**config.mk**
```make
export PLATFORM = sky130hd
export DESIGN_NAME = uart_mike_tx_flat
export DESIGN_NICKNAME = d
export VERILOG_FILES = /design/src/rtl/uart_mike_tx_pkg.sv /design/src/rtl/uart_mike_tx_if.sv /design/src/rtl/uart_mike_baud_tick.sv /design/src/rtl/uart_mike_tx.sv /design/src/flat_wrapper.sv
export VERILOG_INCLUDE_DIRS = /design/src /design/src/rtl
export SDC_FILE = /design/constraint.sdc
export NUM_CORES = 1
export LEC_CHECK = 0
export CORE_MARGIN = 2
export CORE_UTILIZATION = 45
export DETAILED_ROUTE_END_ITERATION = 6
export PLACE_DENSITY_LB_ADDON = 0.3
export RECOVER_POWER = 100
export SLEW_MARGIN = 10
export SYNTH_ARGS = -nofsm -noshare
export SYNTH_HDL_FRONTEND = slang
export SYNTH_HIERARCHICAL = 1
export SYNTH_SLANG_ARGS = --single-unit
```
**constraint.sdc**
```tcl
create_clock -name clk -period 3 [get_ports clk]
set_input_delay 0.75 -clock clk [delete_from_list [all_inputs] [get_ports clk]]
set_output_delay 0.75 -clock clk [all_outputs]
set_load 0.03 [all_outputs]
```
**src/rtl/UART_MIKE_header.svh**
```systemverilog
// Shared macros for the UART_MIKE codebase.
// UART_MIKE_DFF_RN: register with synchronous active-low reset.
// The enclosing scope must provide `clk` and `n_rst`.
`ifndef UART_MIKE_HEADER_SVH
`define UART_MIKE_HEADER_SVH

`define UART_MIKE_DFF_RN(q, d, rst_val) \
    always_ff @(posedge clk) begin \
        if (!n_rst) q <= rst_val; \
        else        q <= d; \
    end

`endif

```
**src/rtl/uart_mike_tx_pkg.sv**
```systemverilog
// UART_MIKE_pkg: shared types and default constants for the UART TX path.
//   uart_tx_state_t        - serializer FSM state encoding
//   UART_DEF_CLKS_PER_BIT  - default clocks per serial bit
//   UART_DEF_DATA_W        - default data bits per frame
package UART_MIKE_pkg;

    localparam int unsigned UART_DEF_CLKS_PER_BIT = 434;
    localparam int unsigned UART_DEF_DATA_W       = 8;

    typedef enum logic [2:0] {
        IDLE   = 3'd0,
        START  = 3'd1,
        DATA   = 3'd2,
        PARITY = 3'd3,
        STOP   = 3'd4,
        DONE   = 3'd5
    } uart_tx_state_t;

endpackage

```
**src/rtl/uart_mike_tx_if.sv**
```systemverilog
// uart_mike_tx_if: control FSM <-> UART serializer signal bundle.
//   tx_inprg, tx_data_cnt_delete, tx_data, parity_en, parity_odd : controller -> serializer
//   tx_serial, tx_busy, tx_done                                  : serializer -> controller/pad
// master = control FSM side, slave = serializer side.
interface uart_mike_tx_if #(
    parameter int unsigned DATA_W = UART_MIKE_pkg::UART_DEF_DATA_W
);
    logic              tx_inprg;
    logic              tx_data_cnt_delete;
    logic [DATA_W-1:0] tx_data;
    logic              parity_en;
    logic              parity_odd;
    logic              tx_serial;
    logic              tx_busy;
    logic              tx_done;

    modport master (
        output tx_inprg, tx_data_cnt_delete, tx_data, parity_en, parity_odd,
        input  tx_serial, tx_busy, tx_done
    );

    modport slave (
        input  tx_inprg, tx_data_cnt_delete, tx_data, parity_en, parity_odd,
        output tx_serial, tx_busy, tx_done
    );
endinterface

```
**src/rtl/uart_mike_baud_tick.sv**
```systemverilog
// uart_mike_baud_tick: baud counter for the UART serializer.
//   clk, n_rst : clock, synchronous active-low reset
//   clr        : force the count back to 0 on the next edge
//   bit_end    : high in the last cycle of a bit (count == CLKS_PER_BIT-1)
`include "UART_MIKE_header.svh"

module uart_mike_baud_tick
    import UART_MIKE_pkg::*;
#(
    parameter int unsigned CLKS_PER_BIT = UART_DEF_CLKS_PER_BIT
) (
    input  logic clk,
    input  logic n_rst,
    input  logic clr,
    output logic bit_end
);
    localparam int unsigned      CNT_W   = (CLKS_PER_BIT > 1) ? $clog2(CLKS_PER_BIT) : 1;
    localparam logic [CNT_W-1:0] CNT_MAX = CNT_W'(CLKS_PER_BIT - 1);

    logic [CNT_W-1:0] cnt_q, cnt_d;

    assign bit_end = (cnt_q == CNT_MAX);

    always_comb begin
        cnt_d = cnt_q + 1'b1;
        if (clr || bit_end) cnt_d = '0;
    end

    `UART_MIKE_DFF_RN(cnt_q, cnt_d, '0)

endmodule

```
**src/rtl/uart_mike_tx.sv**
```systemverilog
// uart_mike_tx: UART serializer (start bit, DATA_W bits LSB first,
// optional parity, one stop bit).
//   clk, n_rst : clock, synchronous active-low reset
//   bus        : uart_mike_tx_if.slave
//                in : tx_inprg (request/hold), tx_data_cnt_delete (abort),
//                     tx_data, parity_en, parity_odd (latched on accept)
//                out: tx_serial (registered line), tx_busy (START..STOP),
//                     tx_done (DONE state)
`include "UART_MIKE_header.svh"

module uart_mike_tx
    import UART_MIKE_pkg::*;
#(
    parameter int unsigned CLKS_PER_BIT = UART_DEF_CLKS_PER_BIT,
    parameter int unsigned DATA_W       = UART_DEF_DATA_W
) (
    input  logic           clk,
    input  logic           n_rst,
    uart_mike_tx_if.slave  bus
);
    localparam int unsigned      BIT_W   = (DATA_W > 1) ? $clog2(DATA_W) : 1;
    localparam logic [BIT_W-1:0] BIT_MAX = BIT_W'(DATA_W - 1);

    uart_tx_state_t    state_q, state_d;
    logic [DATA_W-1:0] shift_q, shift_d;
    logic [BIT_W-1:0]  bit_cnt_q, bit_cnt_d;
    logic              par_en_q, par_en_d;
    logic              par_bit_q, par_bit_d;
    logic              serial_q, serial_d;
    logic              busy_q, busy_d;
    logic              done_q, done_d;

    logic bit_end;
    logic baud_clr;

    uart_mike_baud_tick #(
        .CLKS_PER_BIT (CLKS_PER_BIT)
    ) u_baud (
        .clk     (clk),
        .n_rst   (n_rst),
        .clr     (baud_clr),
        .bit_end (bit_end)
    );

    always_comb begin
        state_d   = state_q;
        shift_d   = shift_q;
        bit_cnt_d = bit_cnt_q;
        par_en_d  = par_en_q;
        par_bit_d = par_bit_q;

        case (state_q)
            IDLE: begin
                if (bus.tx_inprg) begin
                    shift_d   = bus.tx_data;
                    par_en_d  = bus.parity_en;
                    par_bit_d = (^bus.tx_data) ^ bus.parity_odd;
                    bit_cnt_d = '0;
                    state_d   = START;
                end
            end
            START: begin
                if (bit_end) state_d = DATA;
            end
            DATA: begin
                if (bit_end) begin
                    shift_d = shift_q >> 1;
                    if (bit_cnt_q == BIT_MAX) begin
                        bit_cnt_d = '0;
                        state_d   = par_en_q ? PARITY : STOP;
                    end else begin
                        bit_cnt_d = bit_cnt_q + 1'b1;
                    end
                end
            end
            PARITY: begin
                if (bit_end) state_d = STOP;
            end
            STOP: begin
                if (bit_end) state_d = DONE;
            end
            DONE: begin
                // Wait for the request to drop so a slow controller cannot
                // trigger a second frame.
                if (!bus.tx_inprg) state_d = IDLE;
            end
            default: state_d = IDLE;
        endcase

        if (bus.tx_data_cnt_delete) begin
            state_d   = IDLE;
            bit_cnt_d = '0;
        end
    end

    // Baud count restarts on every state change and is parked outside
    // the line-driving states.
    assign baud_clr = bus.tx_data_cnt_delete || (state_d != state_q) ||
                      (state_q == IDLE) || (state_q == DONE);

    // Outputs are decoded from the next state so the line flop changes
    // in the same cycle the state does.
    always_comb begin
        serial_d = 1'b1;
        case (state_d)
            START:   serial_d = 1'b0;
            DATA:    serial_d = shift_d[0];
            PARITY:  serial_d = par_bit_d;
            default: serial_d = 1'b1;
        endcase
        busy_d = (state_d == START) || (state_d == DATA) ||
                 (state_d == PARITY) || (state_d == STOP);
        done_d = (state_d == DONE);
    end

    `UART_MIKE_DFF_RN(state_q,   state_d,   IDLE)
    `UART_MIKE_DFF_RN(shift_q,   shift_d,   '0)
    `UART_MIKE_DFF_RN(bit_cnt_q, bit_cnt_d, '0)
    `UART_MIKE_DFF_RN(par_en_q,  par_en_d,  1'b0)
    `UART_MIKE_DFF_RN(par_bit_q, par_bit_d, 1'b0)
    `UART_MIKE_DFF_RN(serial_q,  serial_d,  1'b1)
    `UART_MIKE_DFF_RN(busy_q,    busy_d,    1'b0)
    `UART_MIKE_DFF_RN(done_q,    done_d,    1'b0)

    assign bus.tx_serial = serial_q;
    assign bus.tx_busy   = busy_q;
    assign bus.tx_done   = done_q;

endmodule

```
**src/flat_wrapper.sv**
```systemverilog
// flat-port wrapper written by rule: the top's interface ports become plain ports
module uart_mike_tx_flat import UART_MIKE_pkg::*;
#(
    parameter int unsigned CLKS_PER_BIT = UART_DEF_CLKS_PER_BIT,
    parameter int unsigned DATA_W       = UART_DEF_DATA_W
)
  (clk, n_rst, bus_tx_inprg, bus_tx_data_cnt_delete, bus_tx_data, bus_parity_en, bus_parity_odd, bus_tx_serial, bus_tx_busy, bus_tx_done);
  uart_mike_tx_if #(.DATA_W(DATA_W)) bus_i ();
  input  logic clk;
  input  logic n_rst;
  input wire logic [$bits(bus_i.tx_inprg)-1:0] bus_tx_inprg;
  input wire logic [$bits(bus_i.tx_data_cnt_delete)-1:0] bus_tx_data_cnt_delete;
  input wire logic [$bits(bus_i.tx_data)-1:0] bus_tx_data;
  input wire logic [$bits(bus_i.parity_en)-1:0] bus_parity_en;
  input wire logic [$bits(bus_i.parity_odd)-1:0] bus_parity_odd;
  output wire logic [$bits(bus_i.tx_serial)-1:0] bus_tx_serial;
  output wire logic [$bits(bus_i.tx_busy)-1:0] bus_tx_busy;
  output wire logic [$bits(bus_i.tx_done)-1:0] bus_tx_done;
  assign bus_i.tx_inprg = bus_tx_inprg;
  assign bus_i.tx_data_cnt_delete = bus_tx_data_cnt_delete;
  assign bus_i.tx_data = bus_tx_data;
  assign bus_i.parity_en = bus_parity_en;
  assign bus_i.parity_odd = bus_parity_odd;
  assign bus_tx_serial = bus_i.tx_serial;
  assign bus_tx_busy = bus_i.tx_busy;
  assign bus_tx_done = bus_i.tx_done;
  uart_mike_tx #(.CLKS_PER_BIT(CLKS_PER_BIT), .DATA_W(DATA_W)) u_core (.clk(clk), .n_rst(n_rst), .bus(bus_i));
endmodule
```
# [After elaboration in Yosys (flattened, before gate mapping)]
# Index checks and enable logic that the tools add are counted.
[totals] register_bits=28 latch_bits=0 ramBits=0 romBits=0 in_bits=14 out_inout_bits=3 elab_cells=63 memories=0
[classes] add_sub_neg=2 n_mul=0 div_mod_pow=0 order_cmp=0 n_eq_ne=15 shifts=0 muxes=20 n_bitwise=2 reduce_logical=14
[ops] op="3-bit two-way mux" n=12
[ops] op="3-bit one-hot mux with 6 select lines" n=1
[ops] op="8-bit two-way mux" n=2
[ops] op="8-bit one-hot mux with 2 select lines" n=1
[ops] op="3-bit equality test, second input constant" n=5
[ops] op="3-bit by 2-bit equality test with 1-bit output, second input constant" n=4
[ops] op="9-bit by 1-bit adder with 9-bit output, second input constant" n=1
[ops] op="9-bit equality test, second input constant" n=1
[ops] op="8-bit XOR reduction" n=1
[ops] op="1-bit logical OR" n=7
[ops] op="3-bit by 1-bit equality test with 1-bit output, second input constant" n=2
[ops] op="3-bit one-hot mux with 2 select lines" n=1
[ops] op="2-bit != test, second input constant" n=2
[ops] op="2-bit OR reduction" n=2
[ops] op="3-bit by 1-bit adder with 3-bit output, second input constant" n=1
[ops] op="3-bit logical NOT" n=1
[ops] op="3-bit != test" n=1
[ops] op="1-bit one-hot mux with 3 select lines" n=1
[ops] op="3-bit AND reduction" n=1
[ops] op="1-bit two-way mux" n=2
[ops] op="2-bit AND reduction" n=1
[ops] op="2-bit nonzero test" n=1
[ops] op="1-bit NOT" n=1
[ops] op="1-bit XOR" n=1

# [Depth between registers and ports, before layout]
# Gate-level depths: netlist (run 1).
[logic_depth] word_depth=11 mapped_depth=12 mapped_depth_nobuf=12

# [Hierarchy]
# The synthesis (run 1) kept the hierarchy.
[by_module_without_submodules] module="uart_mike_tx" instances=1 cells_each=113 area_per_inst_um2=1016.0
[by_module_without_submodules] module="uart_mike_baud_tick" instances=1 cells_each=49 area_per_inst_um2=449.2

# [Worst setup path before layout (run 1)]
# OpenSTA, ideal clock, no wires.
[synth_path] path_type="flip-flop to flip-flop" start="register u_core.u_baud.cnt_q[2]" end="register u_core.u_baud.cnt_q[2]" setup_ns=0.124 t_arrival_ns=2.238 slack_ns=0.638 path_stages_with_launch=11 n_path_buf=0 cell_sequence="dfxtp_1 > or3_4 > nor3_1 > and4bb_1 > a32oi_1 > a221oi_4 > o21ai_1 > nand2b_1 > nor2b_1 > o31ai_4 > nor2_1"
[synth_via] elab_chain_cells=10 elab_cells_between_ends=14 classes_between="add/sub (1); eq/ne (2); mux (6); reduce/logical (5)"
[synth_rtl] item="from (decl)" line="uart_mike_baud_tick.sv:20" text="logic [CNT_W-1:0] cnt_q, cnt_d;"
[synth_rtl] item="9-bit equality test *" line="uart_mike_baud_tick.sv:22" text="assign bit_end = (cnt_q == CNT_MAX);"
[synth_rtl] item="net u_core.bit_end" line="uart_mike_tx.sv:33" text="logic bit_end;"
[synth_rtl] item="3-bit two-way mux, on equally long branches"
[synth_rtl] item="3-bit one-hot mux with 6 select lines *" line="uart_mike_tx.sv:52" text="case (state_q)"
[synth_rtl] item="3-bit two-way mux *" line="uart_mike_tx.sv:90" text="if (bus.tx_data_cnt_delete) begin"
[synth_rtl] item="3-bit != test *" line="uart_mike_tx.sv:98" text="assign baud_clr = bus.tx_data_cnt_delete || (state_d != state_q) ||"
[synth_rtl] item="1-bit logical OR * (2 in a row)" line="uart_mike_tx.sv:98"
[synth_rtl] item="1-bit logical OR *" line="uart_mike_tx.sv:99" text="(state_q == IDLE) || (state_q == DONE);"
[synth_rtl] item="net u_core.baud_clr" line="uart_mike_tx.sv:34" text="logic baud_clr;"
[synth_rtl] item="1-bit logical OR *" line="uart_mike_baud_tick.sv:26" text="if (clr || bit_end) cnt_d = '0;"
[synth_rtl] item="2-bit OR reduction (no line) *"
# The timed path passes the listed nets; every way through them passes the cells marked *.
# A chain may end at the register's enable or synchronous reset.

# [Final worst setup path (run 1)]
[layout_path] start="register u_core.u_baud.cnt_q[2]" end="register u_core.shift_q[7]"
[layout_via] elab_chain_cells=3
[layout_rtl] item="9-bit equality test" line="uart_mike_baud_tick.sv:22"
[layout_rtl] item="net u_core.bit_end" line="uart_mike_tx.sv:33"
[layout_rtl] item="2-bit != test (no line)"
[layout_rtl] item="3-bit AND reduction (no line)"
[layout_rtl] item="to (decl)" line="uart_mike_tx.sv:25" text="logic [DATA_W-1:0] shift_q, shift_d;"
# The timed path passes the listed nets, and every way through them passes these cells.

==> impl_summary.log, run 1 <==
INFO  metric grt_max_degree = 20
INFO  metric worstPathRequired = 3.23 ns
INFO  metric grt_antenna_before_repair = 0
INFO  metric crit_slowest_cell = sky130_fd_sc_hd__or3_4
INFO  metric post_synth_most_frequent_cells = sky130_fd_sc_hd__dfxtp_1, sky130_fd_sc_hd__nand2_1, sky130_fd_sc_hd__nor2_1
INFO  metric cp.arrival = 2.82 ns
INFO  metric ys_warn_count = 6
INFO  metric worst_slew_pin_slew = 0.619 ns
INFO  metric routed_via_density = 5.42
INFO  metric synth_top_area_frac = 0.383
INFO  metric detail_route.wirelength = 2.83 mm
INFO  metric n_diodes = 0
INFO  metric syn_avg_cell_area = 9.04 um^2
INFO  metric worst_setup_path_end_kind = flip-flop
INFO  metric grt_pass1_vias = 1,116
INFO  metric cts.reportedPaths.clkPinSlew = 0.14 ns
INFO  metric ir_drop = 0.000315 V
INFO  metric syn_nets = 180
INFO  metric rsz0062_at_grt = false
INFO  metric worst_path_dominant_cell_family = simple AND/OR/NAND/NOR gates
INFO  metric worst_hold_path_type = reg2reg
INFO  metric top_count_cell_post_synth = sky130_fd_sc_hd__dfxtp_1
INFO  metric design.core.area = 3080 um^2
INFO  metric clock_insertion_delay_worst_skew = 0.32 ns
INFO  metric htreeDepth = 1
INFO  metric tritoncts.num_buffers = 3
INFO  metric layout.core_utilization = 0.539
INFO  metric tritoncts = built
INFO  metric setup-violations-final = 0
INFO  metric std_cell_rows = 20
INFO  metric timing_worst_setup_path_type = reg2reg
INFO  metric crit_path_cell_trace = or3_4 > nor3_2 > and4bb_1 > clkbuf_1 > nor2_1 > clkbuf_1 > a22oi_1 > nor2b_1
INFO  metric boundaryPins = 17
INFO  metric synth_top_cells_by_area = sky130_fd_sc_hd__dfxtp_1, sky130_fd_sc_hd__xnor2_1, sky130_fd_sc_hd__nand2_1, sky130_fd_sc_hd__a22oi_1, sky130_fd_sc_hd__nor2_1
INFO  metric post_drt_wl_per_cell = 12.7 um
INFO  metric drive_above_1_share = 0.0506
INFO  metric fin_total_pwr = 0.632 mW
INFO  metric synth.cell_area = 1470 um^2
INFO  metric crit_buf_inv = 2
INFO  metric globalRoute.totalOverflow = 0
INFO  metric synth_enable_flop_cells = 0
INFO  metric vias_post_dr = 1,204
INFO  metric die_outline_width = 61.1 um
INFO  metric gp_congestion = 0.867
INFO  metric final_hold_violation_count = 0
INFO  metric post-cts-setup-buffers = 0
INFO  metric synth_top_flop_cell = sky130_fd_sc_hd__dfxtp_1
INFO  metric postSynth.asyncResetShare = 0
INFO  metric drc_markers = 0
INFO  metric die_height = 61.1 um
INFO  metric placed_instance_count = 219
INFO  metric synth_seq_area_share = 0.383
INFO  metric startpoint_type = flip-flop
INFO  metric cts_hold_buf = 0
INFO  metric fin_setup_tns = 0 ns
INFO  metric run_status = finished clean
INFO  metric max_cap_viol_count = 0
INFO  metric post-route-period-util = 0.865
INFO  metric synth_top_cell_by_area = sky130_fd_sc_hd__dfxtp_1
INFO  metric iter_0_drt_violations = 51
INFO  metric finish.cell_count_without_fillers = 222
INFO  metric slew-limit-headroom = 0.584
INFO  metric io_buffer_count = 16
INFO  metric post_synth_num_cell_types = 46
INFO  metric cts_buffer_depth = 2
INFO  metric die_area = 3730 um^2
INFO  metric stdcell_area = 1660 um^2
INFO  metric fin_skew = 0.00257 ns
INFO  metric detail-route-antenna-nets = 0
INFO  metric post-route-min-period = 2.59 ns
INFO  metric fillCellCount = 295
INFO  metric post_dp_cell_area = 1670 um^2
INFO  metric postSynthRegisterBits = 28
INFO  metric initial_core_util = 0.476
INFO  metric total_power_per_unit_cell_area = 381 nW/um^2
INFO  metric power.leakage = 0.569 nW
INFO  metric total_global_routing_track_utilization = 0.178
INFO  metric area.growth.synth_to_final = 13.2%
INFO  metric fmax = 0.385 GHz
INFO  metric post_synth_inst_count = 162
INFO  metric clockRootBuffer = sky130_fd_sc_hd__clkbuf_4
INFO  metric slowest_delay = 0.42 ns
INFO  metric worstPathMaxFanout = 10
INFO  metric place_hpwl = 2.14 mm
INFO  metric grt_pass1_wl = 5.00 mm
INFO  metric drv_slew = 0
INFO  metric numClockSinks = 28
INFO  metric drt-pass1-iter-count = 4
INFO  metric most_repeated_library_cell_on_the_critical_path = sky130_fd_sc_hd__clkbuf_1
INFO  metric layout.nets = 198
==> flip-flops by register name, indices dropped and copies added (netlist names) <==
| name | count |
|---|---|
| u_core/bit_cnt_q | 3 |
| u_core/bus.tx_busy | 1 |
| u_core/bus.tx_done | 1 |
| u_core/bus.tx_serial | 1 |
| u_core/par_bit_q | 1 |
| u_core/par_en_q | 1 |
| u_core/shift_q | 8 |
| u_core/state_q | 3 |
| u_core/u_baud/cnt_q | 9 |
==> per-stage QoR <==
step                      hold slack, ns  worst slack, ns
after CTS                          0.473            0.301
after global placement             0.442            0.418
after global routing               0.486            0.132
after floorplan                    0.436            0.638
final                              0.470            0.406
after detailed placement           0.455            0.341
==> cells in the final DEF, fill, tap and decap left out, drive strengths merged, types with 4 or more instances in the layout <==
cell type	Yosys	routed
a21boi	6	6
a21oi	6	6
a22oi	8	8
and2	5	5
clkbuf	1	6
clkdlybuf4s50	0	13
dfxtp	28	28
ha	4	4
inv	5	5
nand2	17	17
nand2b	5	5
nand3	5	5
nor2	14	14
nor2b	6	6
o21ai	5	5
xnor2	8	8
xor2	4	4
==> power breakdown <==
part | internal (mW) | total, mW | switching [mW] | leakage [nW]
clock | 0.0471 | 0.150 | 0.103 | 0.0138
sequential | 0.384 | 0.390 | 0.00621 | 0.228
combinational | 0.0484 | 0.0914 | 0.0431 | 0.327
total | 0.479 | 0.632 | 0.152 | 0.569
==> layer usage <==
metal	GRT usage	wire length, um
met4	0.0466	29
met3	0.0441	88
met5	0	0
met2	0.316	1440
met1	0.214	1270
==> worst min-delay path: cells and delay by family (launching register included) <==
family,cells,cell delay (ns)
compound gates,1,0.05
flops,1,0.34
simple gates,1,0.05
==> cell type report <==
cell class | instances | area (um^2) | area share
tap | 44 | 55.1 | 0.0332
timing repair buffer | 19 | 171 | 0.103
inverter | 5 | 18.8 | 0.0113
sequential | 28 | 561 | 0.338
clock buffer | 3 | 22.5 | 0.0136
multi-input combinational | 123 | 830 | 0.500
==> worst paths after layout <==
path | start | to | slack, ns | cells past startpoint
worst max-delay path | u_core/u_baud/cnt_q[2] | u_core/shift_q[7] | 0.41 | 8
worst min register to register | u_core/bit_cnt_q[1] | u_core/bit_cnt_q[1] | 0.47 | 2
worst max register to register | u_core/u_baud/cnt_q[2] | u_core/shift_q[7] | 0.41 | 8
worst min-delay path | u_core/bit_cnt_q[1] | u_core/bit_cnt_q[1] | 0.47 | 2
==> cell families (layout without fill, tap and decap cells) <==
family                   after synthesis  after routing  share of synthesized area
adder cells (fa/ha/maj)                4              4                     0.0342
flip-flops                            28             28                      0.383
AND/OR/NAND/NOR                       67             67                      0.252
XOR/XNOR                              12             12                     0.0717
buffers and inverters                 11             27                     0.0384
multiplexers                           3              3                     0.0248
AO/OA/AOI/OAI                         37             37                      0.196
==> what timing repair did <==
action / CTS / global route
gates resized for setup: 0 / 1
hold endpoints to repair: 0 / 0
endpoints found under the setup margin: 0 / 9
(Power assumes the default switching activity.)
==> run 2, diff against run 1 <==
Settings changed: CORE_ASPECT_RATIO set to 1.2.
==> run 2 against run 1 <==
Net effect: register-to-register slack worse by 0.09 ns; critical path type unchanged; first-iteration DRC count increased by 35%; cell area grew 2.0%; wire length up 8.1%; sequential share of layout area decreased by 0.65 points; worst setup slack got worse by 0.095 ns; clock skew is 0.010 ns higher; critical path depth is 2 higher; combinational power grew 3.4%.
==> impl_summary.log, run 2 (synthesized netlist as in run 1, its figures left out) <==
INFO  metric run_status = finished clean
INFO  metric tritoncts = built
INFO  metric cts.reportedPaths.clkPinSlew = 0.16 ns
INFO  metric total_power_per_unit_cell_area = 433 nW/um^2
INFO  metric fin_setup_tns = 0 ns
INFO  metric iter_0_drt_violations = 69
INFO  metric detail_route.wirelength = 3.06 mm
INFO  metric globalRoute.totalOverflow = 0
INFO  metric clockRootBuffer = sky130_fd_sc_hd__clkbuf_4
INFO  metric final_hold_violation_count = 0
INFO  metric drv_slew = 0
INFO  metric drc_markers = 0
INFO  metric total_global_routing_track_utilization = 0.177
INFO  metric boundaryPins = 17
INFO  metric power.leakage = 0.590 nW
INFO  metric grt_max_degree = 20
INFO  metric timing_worst_setup_path_type = reg2reg
INFO  metric regArea = 561 um^2
INFO  metric ir_drop = 0.000243 V
INFO  metric cts_hold_buf = 0
INFO  metric grt_pass1_vias = 1,213
INFO  metric layout_commonest_cell = sky130_fd_sc_hd__dfxtp_1
INFO  metric post_dp_cell_area = 1660 um^2
INFO  metric worst_setup_path_end_kind = flip-flop
INFO  metric drive_above_1_share = 0.0722
INFO  metric numClockSinks = 28
INFO  metric vias_post_dr = 1,218
INFO  metric grt_antenna_before_repair = 0
INFO  metric layout.nets = 199
INFO  metric finish.cell_count_without_fillers = 216
INFO  metric multi_input_comb_area = 833 um^2
INFO  metric worstPathMaxFanout = 10
INFO  metric design.core.area = 3080 um^2
INFO  metric most-common-layout-cells = sky130_fd_sc_hd__dfxtp_1, sky130_fd_sc_hd__nand2_1, sky130_fd_sc_hd__nor2_1, sky130_fd_sc_hd__clkdlybuf4s50_1
INFO  metric fmax = 0.372 GHz
INFO  metric io_buffer_count = 16
INFO  metric n_diodes = 0
INFO  metric die_height = 66.5 um
INFO  metric setup-violations-final = 0
INFO  metric htreeDepth = 1
INFO  metric detail-route-antenna-nets = 0
INFO  metric drt-pass1-iter-count = 5
INFO  metric routed_via_density = 5.64
INFO  metric die_outline_width = 56.1 um
INFO  metric fillCellCount = 292
INFO  metric worst_slew_pin_slew = 0.536 ns
INFO  metric placed_instance_count = 212
INFO  metric initial_core_util = 0.475
INFO  metric tritoncts.num_buffers = 3
INFO  metric worst_hold_path_type = reg2reg
INFO  metric cts_buffer_depth = 2
INFO  metric gp_congestion = 0.828
INFO  metric rrSetupSlack = 0.31 ns
INFO  metric slew-limit-headroom = 0.641
INFO  metric place_hpwl = 2.31 mm
INFO  metric post_drt_wl_per_cell = 14.2 um
INFO  metric cp.arrival = 2.90 ns
INFO  metric rsz0062_at_grt = false
INFO  metric worstPathRequired = 3.21 ns
INFO  metric grt_pass1_wl = 5.27 mm
INFO  metric fin_total_pwr = 0.733 mW
INFO  metric fin_skew = 0.0125 ns
INFO  metric post-route-min-period = 2.69 ns
INFO  metric die_area = 3730 um^2
INFO  metric post-route-period-util = 0.896
INFO  metric cts.repair.resized = 0
INFO  metric finalHoldWorstSlack = 0.483 ns
INFO  metric stdcell_area = 1690 um^2
INFO  metric std_cell_rows = 22
INFO  metric max_cap_viol_count = 0
INFO  metric area.growth.synth_to_final = 15.4%
INFO  metric clock_insertion_delay_worst_skew = 0.33 ns
INFO  metric largest_register_ff_count = 9
INFO  metric post-cts-setup-buffers = 0
INFO  metric startpoint_type = flip-flop
[run 2: area by class of cell]
| cell class | count | area share |
|---|---|---|
| Sequential cell | 28 | 0.332 |
| Clock inverter | 1 | 0.0178 |
| Multi-Input combinational cell | 123 | 0.493 |
| Clock buffer | 3 | 0.0133 |
| Tap cell | 36 | 0.0266 |
| Inverter | 5 | 0.0111 |
| Timing Repair Buffer | 20 | 0.107 |
[run 2: per-stage QoR]
step	utilization	worst slack (ns)
2_1_floorplan	-	0.638
3_3_place_gp	0.539	0.435
3_5_place_dp	0.539	0.380
4_1_cts	0.556	0.486
5_1_grt	0.548	0.167
6_report	0.548	0.311
[run 2: final timing paths]
check / startpoint / cells after the start / to
max: u_core/u_baud/cnt_q[2] / 10 / u_core/bus.tx_serial
min: u_core/shift_q[4] / 2 / u_core/shift_q[4]
max reg2reg: u_core/u_baud/cnt_q[2] / 10 / u_core/bus.tx_serial
min reg2reg: u_core/shift_q[4] / 2 / u_core/shift_q[4]
[run 2: critical path: stages (launching register included)]
cell	delay, ns
sky130_fd_sc_hd__dfxtp_1	0.41
sky130_fd_sc_hd__or3_4	0.43
sky130_fd_sc_hd__nor3_1	0.20
sky130_fd_sc_hd__clkbuf_1	0.23
sky130_fd_sc_hd__and4bb_1	0.23
sky130_fd_sc_hd__clkbuf_1	0.38
sky130_fd_sc_hd__nor2_1	0.21
sky130_fd_sc_hd__nand2_1	0.11
sky130_fd_sc_hd__nand2_1	0.10
sky130_fd_sc_hd__nor2_1	0.13
sky130_fd_sc_hd__o221ai_1	0.13
[run 2: routing by layer]
layer	track usage	wire length [um]	vias to the layer above
met5	0	0	-
met4	0.0714	23	0
met3	0.0233	97	2
met2	0.338	1670	25
met1	0.198	1270	578
li1	-	-	613
[run 2: where the power goes]
part           total (mW)  switching [mW]  internal, mW
Clock               0.248           0.113         0.135
Combinational      0.0945          0.0451        0.0494
Sequential          0.390         0.00617         0.384
Total               0.733           0.164         0.569
